--- src/rtl/reg_file_arbiter.sv ---
// reg_file_arbiter
//   Two-requester arbiter/sequencer in front of the 32x8 register file.
//   One operation is granted at a time. The granted operation drives the
//   register-file read1/read2/write ports for one clock per issue phase.
//   Read data comes back to the winner as a one-cycle response pulse.
//
// States
//   IDLE    | waiting for a request; req_ready is asserted to the winner
//   ISSUE_R | reads enabled (the write too, unless it would clobber a read)
//   ISSUE_W | deferred write of a read-after-write hazard, or a write-only op
//   RESP    | one-cycle rsp_valid pulse to the owner with the captured data
//
// Ports
//   clk, reset                      clock, async active-high reset
//   req_valid_i / req_ready_i       request handshake per requester (i=0,1)
//   req_ops_i                       {read1, read2, write} enables
//   req_rs1_i, req_rs2_i, req_rd_i  read-1, read-2 and write addresses
//   req_wdata_i                     write data
//   rsp_valid_i                     one-cycle response pulse per requester
//   rsp_out1, rsp_out2              shared response data
//   rf_read1, rf_read2, rf_write    register-file addresses (registered)
//   rf_write_data                   register-file write data (registered)
//   rf_input_valid                  register-file port enables (registered)
//   rf_out1, rf_out2                register-file read data
//   rf_output_valid                 register-file completion flag (monitored)
//
// Configuration
//   REG_FILE_ARB_FIXED_PRIO_EN : requester 0 always wins a tie. When the
//   macro is undefined, ties are broken round-robin.

module reg_file_arbiter #(
  parameter int ADDR_W = 5,
  parameter int DATA_W = 8
) (
  input  logic              clk,
  input  logic              reset,
  input  logic              req_valid_0,
  input  logic              req_valid_1,
  output logic              req_ready_0,
  output logic              req_ready_1,
  input  logic [2:0]        req_ops_0,
  input  logic [2:0]        req_ops_1,
  input  logic [ADDR_W-1:0] req_rs1_0,
  input  logic [ADDR_W-1:0] req_rs1_1,
  input  logic [ADDR_W-1:0] req_rs2_0,
  input  logic [ADDR_W-1:0] req_rs2_1,
  input  logic [ADDR_W-1:0] req_rd_0,
  input  logic [ADDR_W-1:0] req_rd_1,
  input  logic [DATA_W-1:0] req_wdata_0,
  input  logic [DATA_W-1:0] req_wdata_1,
  output logic              rsp_valid_0,
  output logic              rsp_valid_1,
  output logic [DATA_W-1:0] rsp_out1,
  output logic [DATA_W-1:0] rsp_out2,
  output logic [ADDR_W-1:0] rf_read1,
  output logic [ADDR_W-1:0] rf_read2,
  output logic [ADDR_W-1:0] rf_write,
  output logic [DATA_W-1:0] rf_write_data,
  output logic [2:0]        rf_input_valid,
  input  logic [DATA_W-1:0] rf_out1,
  input  logic [DATA_W-1:0] rf_out2,
  input  logic              rf_output_valid
);

  typedef enum logic [1:0] {IDLE, ISSUE_R, ISSUE_W, RESP} state_t;

  state_t              state_q, state_d;
  logic [2:0]          ops_q, ops_d;
  logic [ADDR_W-1:0]   rs1_q, rs1_d, rs2_q, rs2_d, rd_q, rd_d;
  logic [DATA_W-1:0]   wdata_q, wdata_d;
  logic [DATA_W-1:0]   out1_q, out1_d, out2_q, out2_d;
  logic                owner_q, owner_d;
  logic                hazard_q, hazard_d;
  logic [2:0]          rf_en_q, rf_en_d;
  logic [1:0]          rsp_q, rsp_d;

  logic                win;
  logic                grant;
  logic [2:0]          in_ops;
  logic [ADDR_W-1:0]   in_rs1, in_rs2, in_rd;
  logic [DATA_W-1:0]   in_wdata;
  logic                in_hazard;

`ifdef REG_FILE_ARB_FIXED_PRIO_EN
  always_comb begin
    win = req_valid_0 ? 1'b0 : 1'b1;
  end
`else
  // last_q holds the most recently granted requester; on a tie the other one wins.
  logic last_q, last_d;

  always_comb begin
    if (req_valid_0 && req_valid_1) begin
      win = ~last_q;
    end else begin
      win = req_valid_0 ? 1'b0 : 1'b1;
    end
  end

  always_comb begin
    last_d = last_q;
    if (grant) begin
      last_d = win;
    end
  end

  always_ff @(posedge clk or posedge reset) begin
    if (reset) begin
      last_q <= 1'b1;
    end else begin
      last_q <= last_d;
    end
  end
`endif

  // Gated by reset so that no requester sees a handshake while reset is held.
  assign grant       = (state_q == IDLE) && (req_valid_0 || req_valid_1) && !reset;
  assign req_ready_0 = grant && !win;
  assign req_ready_1 = grant && win;

  assign in_ops   = win ? req_ops_1   : req_ops_0;
  assign in_rs1   = win ? req_rs1_1   : req_rs1_0;
  assign in_rs2   = win ? req_rs2_1   : req_rs2_0;
  assign in_rd    = win ? req_rd_1    : req_rd_0;
  assign in_wdata = win ? req_wdata_1 : req_wdata_0;

  // A write to a register that the same op also reads is deferred to ISSUE_W,
  // so that the read returns the value from before the write.
  assign in_hazard = in_ops[0] && ((in_ops[2] && (in_rs1 == in_rd)) ||
                                   (in_ops[1] && (in_rs2 == in_rd)));

  always_comb begin
    state_d  = state_q;
    ops_d    = ops_q;
    rs1_d    = rs1_q;
    rs2_d    = rs2_q;
    rd_d     = rd_q;
    wdata_d  = wdata_q;
    owner_d  = owner_q;
    hazard_d = hazard_q;
    out1_d   = out1_q;
    out2_d   = out2_q;

    case (state_q)
      IDLE: begin
        if (grant) begin
          ops_d    = in_ops;
          rs1_d    = in_rs1;
          rs2_d    = in_rs2;
          rd_d     = in_rd;
          wdata_d  = in_wdata;
          owner_d  = win;
          hazard_d = in_hazard;
          out1_d   = '0;
          out2_d   = '0;
          if (in_ops == 3'b000) begin
            state_d = RESP;
          end else if (in_ops == 3'b001) begin
            state_d = ISSUE_W;
          end else begin
            state_d = ISSUE_R;
          end
        end
      end
      ISSUE_R: begin
        out1_d  = ops_q[2] ? rf_out1 : '0;
        out2_d  = ops_q[1] ? rf_out2 : '0;
        state_d = hazard_q ? ISSUE_W : RESP;
      end
      ISSUE_W: begin
        state_d = RESP;
      end
      RESP: begin
        state_d = IDLE;
      end
      default: begin
        state_d = IDLE;
      end
    endcase
  end

  // Enables and the response pulse are computed from the next state, so
  // that they come straight from flops during the state they belong to.
  always_comb begin
    rf_en_d = 3'b000;
    case (state_d)
      ISSUE_R: rf_en_d = {ops_d[2], ops_d[1], ops_d[0] && !hazard_d};
      ISSUE_W: rf_en_d = 3'b001;
      default: rf_en_d = 3'b000;
    endcase
  end

  always_comb begin
    rsp_d = 2'b00;
    if (state_d == RESP) begin
      rsp_d = owner_d ? 2'b10 : 2'b01;
    end
  end

  always_ff @(posedge clk or posedge reset) begin
    if (reset) begin
      state_q  <= IDLE;
      ops_q    <= 3'b000;
      rs1_q    <= '0;
      rs2_q    <= '0;
      rd_q     <= '0;
      wdata_q  <= '0;
      owner_q  <= 1'b0;
      hazard_q <= 1'b0;
      out1_q   <= '0;
      out2_q   <= '0;
      rf_en_q  <= 3'b000;
      rsp_q    <= 2'b00;
    end else begin
      state_q  <= state_d;
      ops_q    <= ops_d;
      rs1_q    <= rs1_d;
      rs2_q    <= rs2_d;
      rd_q     <= rd_d;
      wdata_q  <= wdata_d;
      owner_q  <= owner_d;
      hazard_q <= hazard_d;
      out1_q   <= out1_d;
      out2_q   <= out2_d;
      rf_en_q  <= rf_en_d;
      rsp_q    <= rsp_d;
    end
  end

  assign rf_read1       = rs1_q;
  assign rf_read2       = rs2_q;
  assign rf_write       = rd_q;
  assign rf_write_data  = wdata_q;
  assign rf_input_valid = rf_en_q;
  assign rsp_valid_0    = rsp_q[0];
  assign rsp_valid_1    = rsp_q[1];
  assign rsp_out1       = out1_q;
  assign rsp_out2       = out2_q;

  // The register file should report completion by the end of any enabled issue
  // cycle. The sequencer does not wait for it.
  assert property (@(posedge clk) disable iff (reset)
                   (rf_en_q != 3'b000) |-> rf_output_valid);

endmodule

--- config.mk ---
export PLATFORM = sky130hd
export DESIGN_NAME = reg_file_arbiter
export DESIGN_NICKNAME = d
export VERILOG_FILES = /design/src/rtl/reg_file_arbiter.sv
export SDC_FILE = /design/constraint.sdc
export NUM_CORES = 1
export LEC_CHECK = 0
export CAP_MARGIN = 10
export CORE_MARGIN = 2
export CORE_UTILIZATION = 25
export CTS_BUF_LIST = sky130_fd_sc_hd__clkbuf_8
export CTS_CLUSTER_DIAMETER = 30
export DETAILED_ROUTE_END_ITERATION = 6
export HOLD_SLACK_MARGIN = 0.1
export SYNTH_ARGS = -nofsm -noshare
export SYNTH_HDL_FRONTEND = slang
export SYNTH_SLANG_ARGS = --single-unit
--- constraint.sdc ---
create_clock -name clk -period 3 [get_ports clk]
set_input_delay 0.45 -clock clk [delete_from_list [all_inputs] [get_ports clk]]
set_output_delay 0.45 -clock clk [all_outputs]
set_load 0.005 [all_outputs]
Yosys cells after proc, flatten, opt, wreduce, memory -nomap -nowiden:

Index checks and enable logic that the tools add are counted.

* logic and storage cells: 69
* register bits: 52
* input port bits: 73

* reduce and logical (&&, ||, !) cells: 19
* mux-type cells: 26
* bitwise operators: 1
* eq/ne operators: 10

Operator list (count)
* $mux 8: 4
* $pmux 8 s2: 2
* $mux 5: 3
* $eq 5x5->1: 2
* $mux 2: 5
* $logic_and 1x1->1: 9
* $mux 3: 3
* $eq 2x2->1 const B: 4
* $pmux 2 s4: 1
* $mux 1: 7
* $pmux 3 s2: 1
* $eq 2x1->1 const B: 2
* $reduce_and 2->1: 2
* $eq 3x1->1 const B: 1
* $logic_not 1->1: 3
* $logic_not 3->1: 1
* $logic_not 2->1: 1
* $logic_or 1x1->1: 2
* $ne 2x2->1 const B: 1
* $reduce_bool 2->1: 1
* $not 1->1: 1

Longest topological paths before layout:

* depth in word-level cells: 12
* gate-level depth with buffers: 13

Worst setup path after synthesis:

OpenSTA, ideal clock, no wires.

* kind: reg-to-reg
* start point: reg state_q[0]
* end point: reg rf_en_q[0] (netlist: rf_input_valid[0])
* setup time: 0.101 ns
* cell stages (with the launch flop): 13
* arrival time: 2.340 ns
* slack: 0.559 ns
* path buffers: 0
* path through: dfrtp_1 inv_1 ha_1 nand2b_1 or2_4 a21oi_1 a32oi_1 a21o_1 ha_1 nand2b_1 a21oi_1 o21ai_0 o32ai_1

RTL lines
* start, declared: RTL line 67 `state_t state_q, state_d;`
* start signal, assigned: RTL line 215 `state_q <= state_d;`
* $logic_not 2->1: RTL line 117, 144
* $logic_and 1x1->1 (2 in series): RTL line 117 `assign grant = (state_q == IDLE) && (req_valid_0 || req_valid_1) && !reset;`
* $mux 2: RTL line 146 `if (grant) begin`
* $pmux 2 s4 *: RTL line 144 `case (state_q)`
* via state_d[0]: RTL line 67
* $eq 2x2->1 or $eq 2x1->1 (tied branches): RTL line 186 `case (state_d)`
* $pmux 3 s2 *: RTL line 186
* via rf_en_d[0]: RTL line 74 `logic [2:0] rf_en_q, rf_en_d;`
* end signal, assigned: RTL line 225 `rf_en_q <= rf_en_d;`
* end, declared: RTL line 74

Mark *: on every way through the listed nets, which the timed path passes. The rest lies on a longest branch.
A chain may end at the register's enable or synchronous reset.

Worst setup path after layout:

Ends and elaborated chain as after synthesis.

==> summary.md <==
| Metric | Value |
|---|---|
| CTS H-tree lvls | `2` |
| Fin util | `approximately two fifths` |
| Die height | `~110 um` |
| Crit-path leading delay family | `compound AO/OA/AOI/OAI gates` |
| N_diodes | `0` |
| Post-Route Setup TNS | `0 ns` |
| Fin Clk Skew | `0.0113 ns` |
| Total power | `~0.003 W` |
| Post-synth EDFFs | `0` |
| CTS Hold Bufs | `0` |
| Cell Area, Synth | `0.00270 mm2` |
| Main combinational cell family by area after synthesis | `compound AO/OA/AOI/OAI gates` |
| Clock slew at reported path FFs | `roughly 0.1 ns` |
| Post-synthesis sequential area ratio | `48.3%` |
| Synth async-reset ratio | `between 90% and 100%` |
| Synth Area in Compound Gates | `16.5%` |
| Post-DR wirelength/cell | `approximately 14 um` |
| DIE AREA | `about 0.012 mm2` |
| Area of the core | `about 0.010 mm2` |
| Seq pwr share | `36.9%` |
| Switching share of total power | `between 30 and 40%` |
| Commonest non-fill, non-tap cells in the layout | `117 x clkdlybuf4s50_1, 51 x dfrtp_1, 34 x o21ai_0` |
| Routed Antenna Nets | `0` |
| Sw Pwr | `just over 0.001 W` |
| RSZ-0062 raised after global routing | `false` |
| Vias per inst | `around 4.5` |
| Post-Synth Adder-Cell Area | `under 10%` |
| GP Congestion | `0.704` |
| FF+latch area | `0.00130 mm2` |
| Global-route wire length before repair | `12200 um` |
| Layout Nets | `470` |
| Critical Path Max Stage Delay | `0.40 ns` |
| Synth Instances | `about 270` |
| Cts bufs inserted | `5` |
| Mux cell area share after synthesis | `around 6.3%` |
| Period minus WS final | `about 2.7 ns` |
| DP HPWL | `approximately 5700 um` |
| Sink Count | `52` |
| Vias in the first global route | `2489` |
| Worst-Skew Late Latency | `around 0.31 ns` |
| Fraction of layout cells with a size suffix above 1 | `around 8.7%` |
| CTS tree | `yes` |
| Synth unique cells | `between 40 and 50` |
| CP Launch Type | `register` |
| Final setup viols | `0` |
| WL final | `7520 um` |
| Critical path class | `reg2reg` |
| Vias | `approximately 2400` |
| P per Cell Area | `727 mW/mm2` |
| P_int | `just under 0.002 W` |
| Multi-input gate area | `0.00124 mm2` |
| Max Fclk | `roughly 370 MHz` |
| Worst Tran Pin Value | `slightly above 0.6 ns` |
| WP buf/inv | `1` |
| Post-CTS Setup Inserts | `0` |
| Residual DRC count | `0` |
| Critical path depth in cells | `12` |
| Comb power frac | `47.0%` |
| CTS max path bufs | `2` |
| Worst EP required | `3.20 ns` |
| Crit. End Element | `register` |
| Syn nets | `~350` |
| Largest net degree at the start of global routing | `between 40 and 50` |
| Xor and xnor area share after synthesis | `5.84%` |
| 1st-pass router iterations | `7` |
| Hold Slack | `0.388 ns` |
| HP Class | `in2async` |
| Initial Util | `about a quarter` |
| Hold Fails Final Rpt | `0` |
| Leakage Power | `1.81 nW` |
| Clock power frac | `about 16%` |
| Port buffer count | `117` |
| Die X | `108 um` |
| Worst slew margin | `about three fifths` |
| Synth warn | `0` |
| Synthesized-area fraction occupied by and/or/nand/nor cells | `between 10% and 20%` |
| Final count of pins violating max slew | `0` |
| Area delta synth->final | `54.3%` |
| Initial antenna violation count | `0` |
| Dominant synthesized flop cell | `dfrtp_1` |
| Global route overflow | `0` |
| CTS Root Cell | `clkbuf_8` |
| Slowest-stage cell, CP | `dfrtp_1` |
| Outcome | `completed` |
| FP Rows | `37` |
| Num ports | `approximately 120` |
| CP Cell Sequence | `inv_1 > ha_1 > nand2b_1 > or2_4 > a21oi_1 > a32oi_1 > a21o_1 > ha_1 > nand2b_1 > a21oi_1 > o21ai_0 > o32ai_1` |
| Iteration-0 DRC Markers | `between 150 and 200` |
| GRT Util Overall | `around an eighth` |
| Peak VDD IR | `0.341 mV` |
| Commonest non-fill, non-tap cell in the layout | `clkdlybuf4s50_1` |
| Number of synthesized register bits | `52` |
| Max cap viols | `0` |
| Worst-path fanout max | `4` |
| Part of the cycle the worst path needs | `between 90 and 100%` |
| Post-CTS sizing | `0` |
| Crit path arrival time | `2.91 ns` |
| Worst Reg-to-Reg Cells | `12` |
| Fillers | `approximately 1100` |
| Synth Area per Inst | `10.1 um2` |
==> power by group through the flow <==
stage	logic, W	registers (W)	clock network (W)
after CTS	0.00145	0.00112	0.000504
after detailed placement	0.00144	0.00113	0
after global placement	0.00142	0.00112	0
after global routing	0.00160	0.00115	0.000536
final	0.00142	0.00112	0.000487
after floorplan	0.000727	0.00110	0
==> sequential cells by signal, indices dropped and copies added (netlist names) <==
| name | flops |
|---|---|
| owner_q | 1 |
| hazard_q | 1 |
| last_q | 1 |
| rf_write | 5 |
| state_q | 2 |
| rsp_out2 | 8 |
| rf_input_valid | 3 |
| rsp_out1 | 8 |
| ops_q | 3 |
| rsp_q | 2 |
| rf_read1 | 5 |
| rf_write_data | 8 |
| rf_read2 | 5 |
==> layer usage <==
metal	wire (um)	up-vias	global-route usage, %
li1	-	1170	-
met1	3410	1106	17.0
met2	3320	99	21.2
met3	728	4	4.96
met4	70	0	3.57
met5	0	-	0
==> cells by family after synthesis <==
kind of cell | count (synthesis)
flip-flops | 52
AND/OR/NAND/NOR | 78
multiplexers | 17
adder cells (fa/ha/maj) | 7
AO/OA/AOI/OAI | 63
XOR/XNOR | 18
buffers and inverters | 33
==> cell usage after synthesis, types with 2 or more instances <==
cell       number  share of area (%)
buf_6           3                1.3
buf_4           2               0.56
a21oi_1         7                1.3
nand4_1         2               0.46
dfrtp_1        51                 47
a2111oi_4       2                2.0
a211o_1         2               0.65
buf_1           2               0.28
inv_1          17                2.4
a21o_1          2               0.56
nor2b_1         4               0.93
nor2_1          9                1.3
and2_1          2               0.46
mux2i_1        17                6.3
a222oi_1        8                3.0
xnor2_1         4                1.3
buf_2           2               0.37
nand2_1        33                4.6
ha_1            7                3.2
clkbuf_1        7               0.97
o21ai_0        34                6.3
nand3_1        17                3.2
nand2b_1        2               0.46
xor2_1         14                4.5
==> area by class of cell <==
class	count	area share [%]
clock buffer	5	1.65
clock inverter	3	0.931
inverter	17	1.53
multi-input combinational	183	29.9
sequential	52	31.3
tap	136	4.09
timing repair buffer	131	30.6
==> through the flow <==
step                cell area, um2  std cells  setup slack, ns
floorplan                     2700        268            0.559
global placement              4060        519            0.111
detailed placement            4060        519          0.00975
CTS                           4160        527            0.263
global route                  4160        527           0.0767
finish                        4160        527            0.289
==> final timing paths <==
path / end / from / slack, ns
min reg2reg: rsp_out1[1]$_DFFE_PP0P_ / rsp_out1[1]$_DFFE_PP0P_ / 0.49
max in group asynchronous: rsp_out1[3]$_DFFE_PP0P_ / reset / 1.77
min: rf_write_data[1]$_DFFE_PP0P_ / reset / 0.39
max reg2reg: rf_input_valid[0]$_DFF_PP0_ / state_q[0]$_DFF_PP0_ / 0.29
min in group clk: rsp_out1[1]$_DFFE_PP0P_ / rsp_out1[1]$_DFFE_PP0P_ / 0.49
max: rf_input_valid[0]$_DFF_PP0_ / state_q[0]$_DFF_PP0_ / 0.29
No activity file was read; power rests on OpenSTA's default activity.
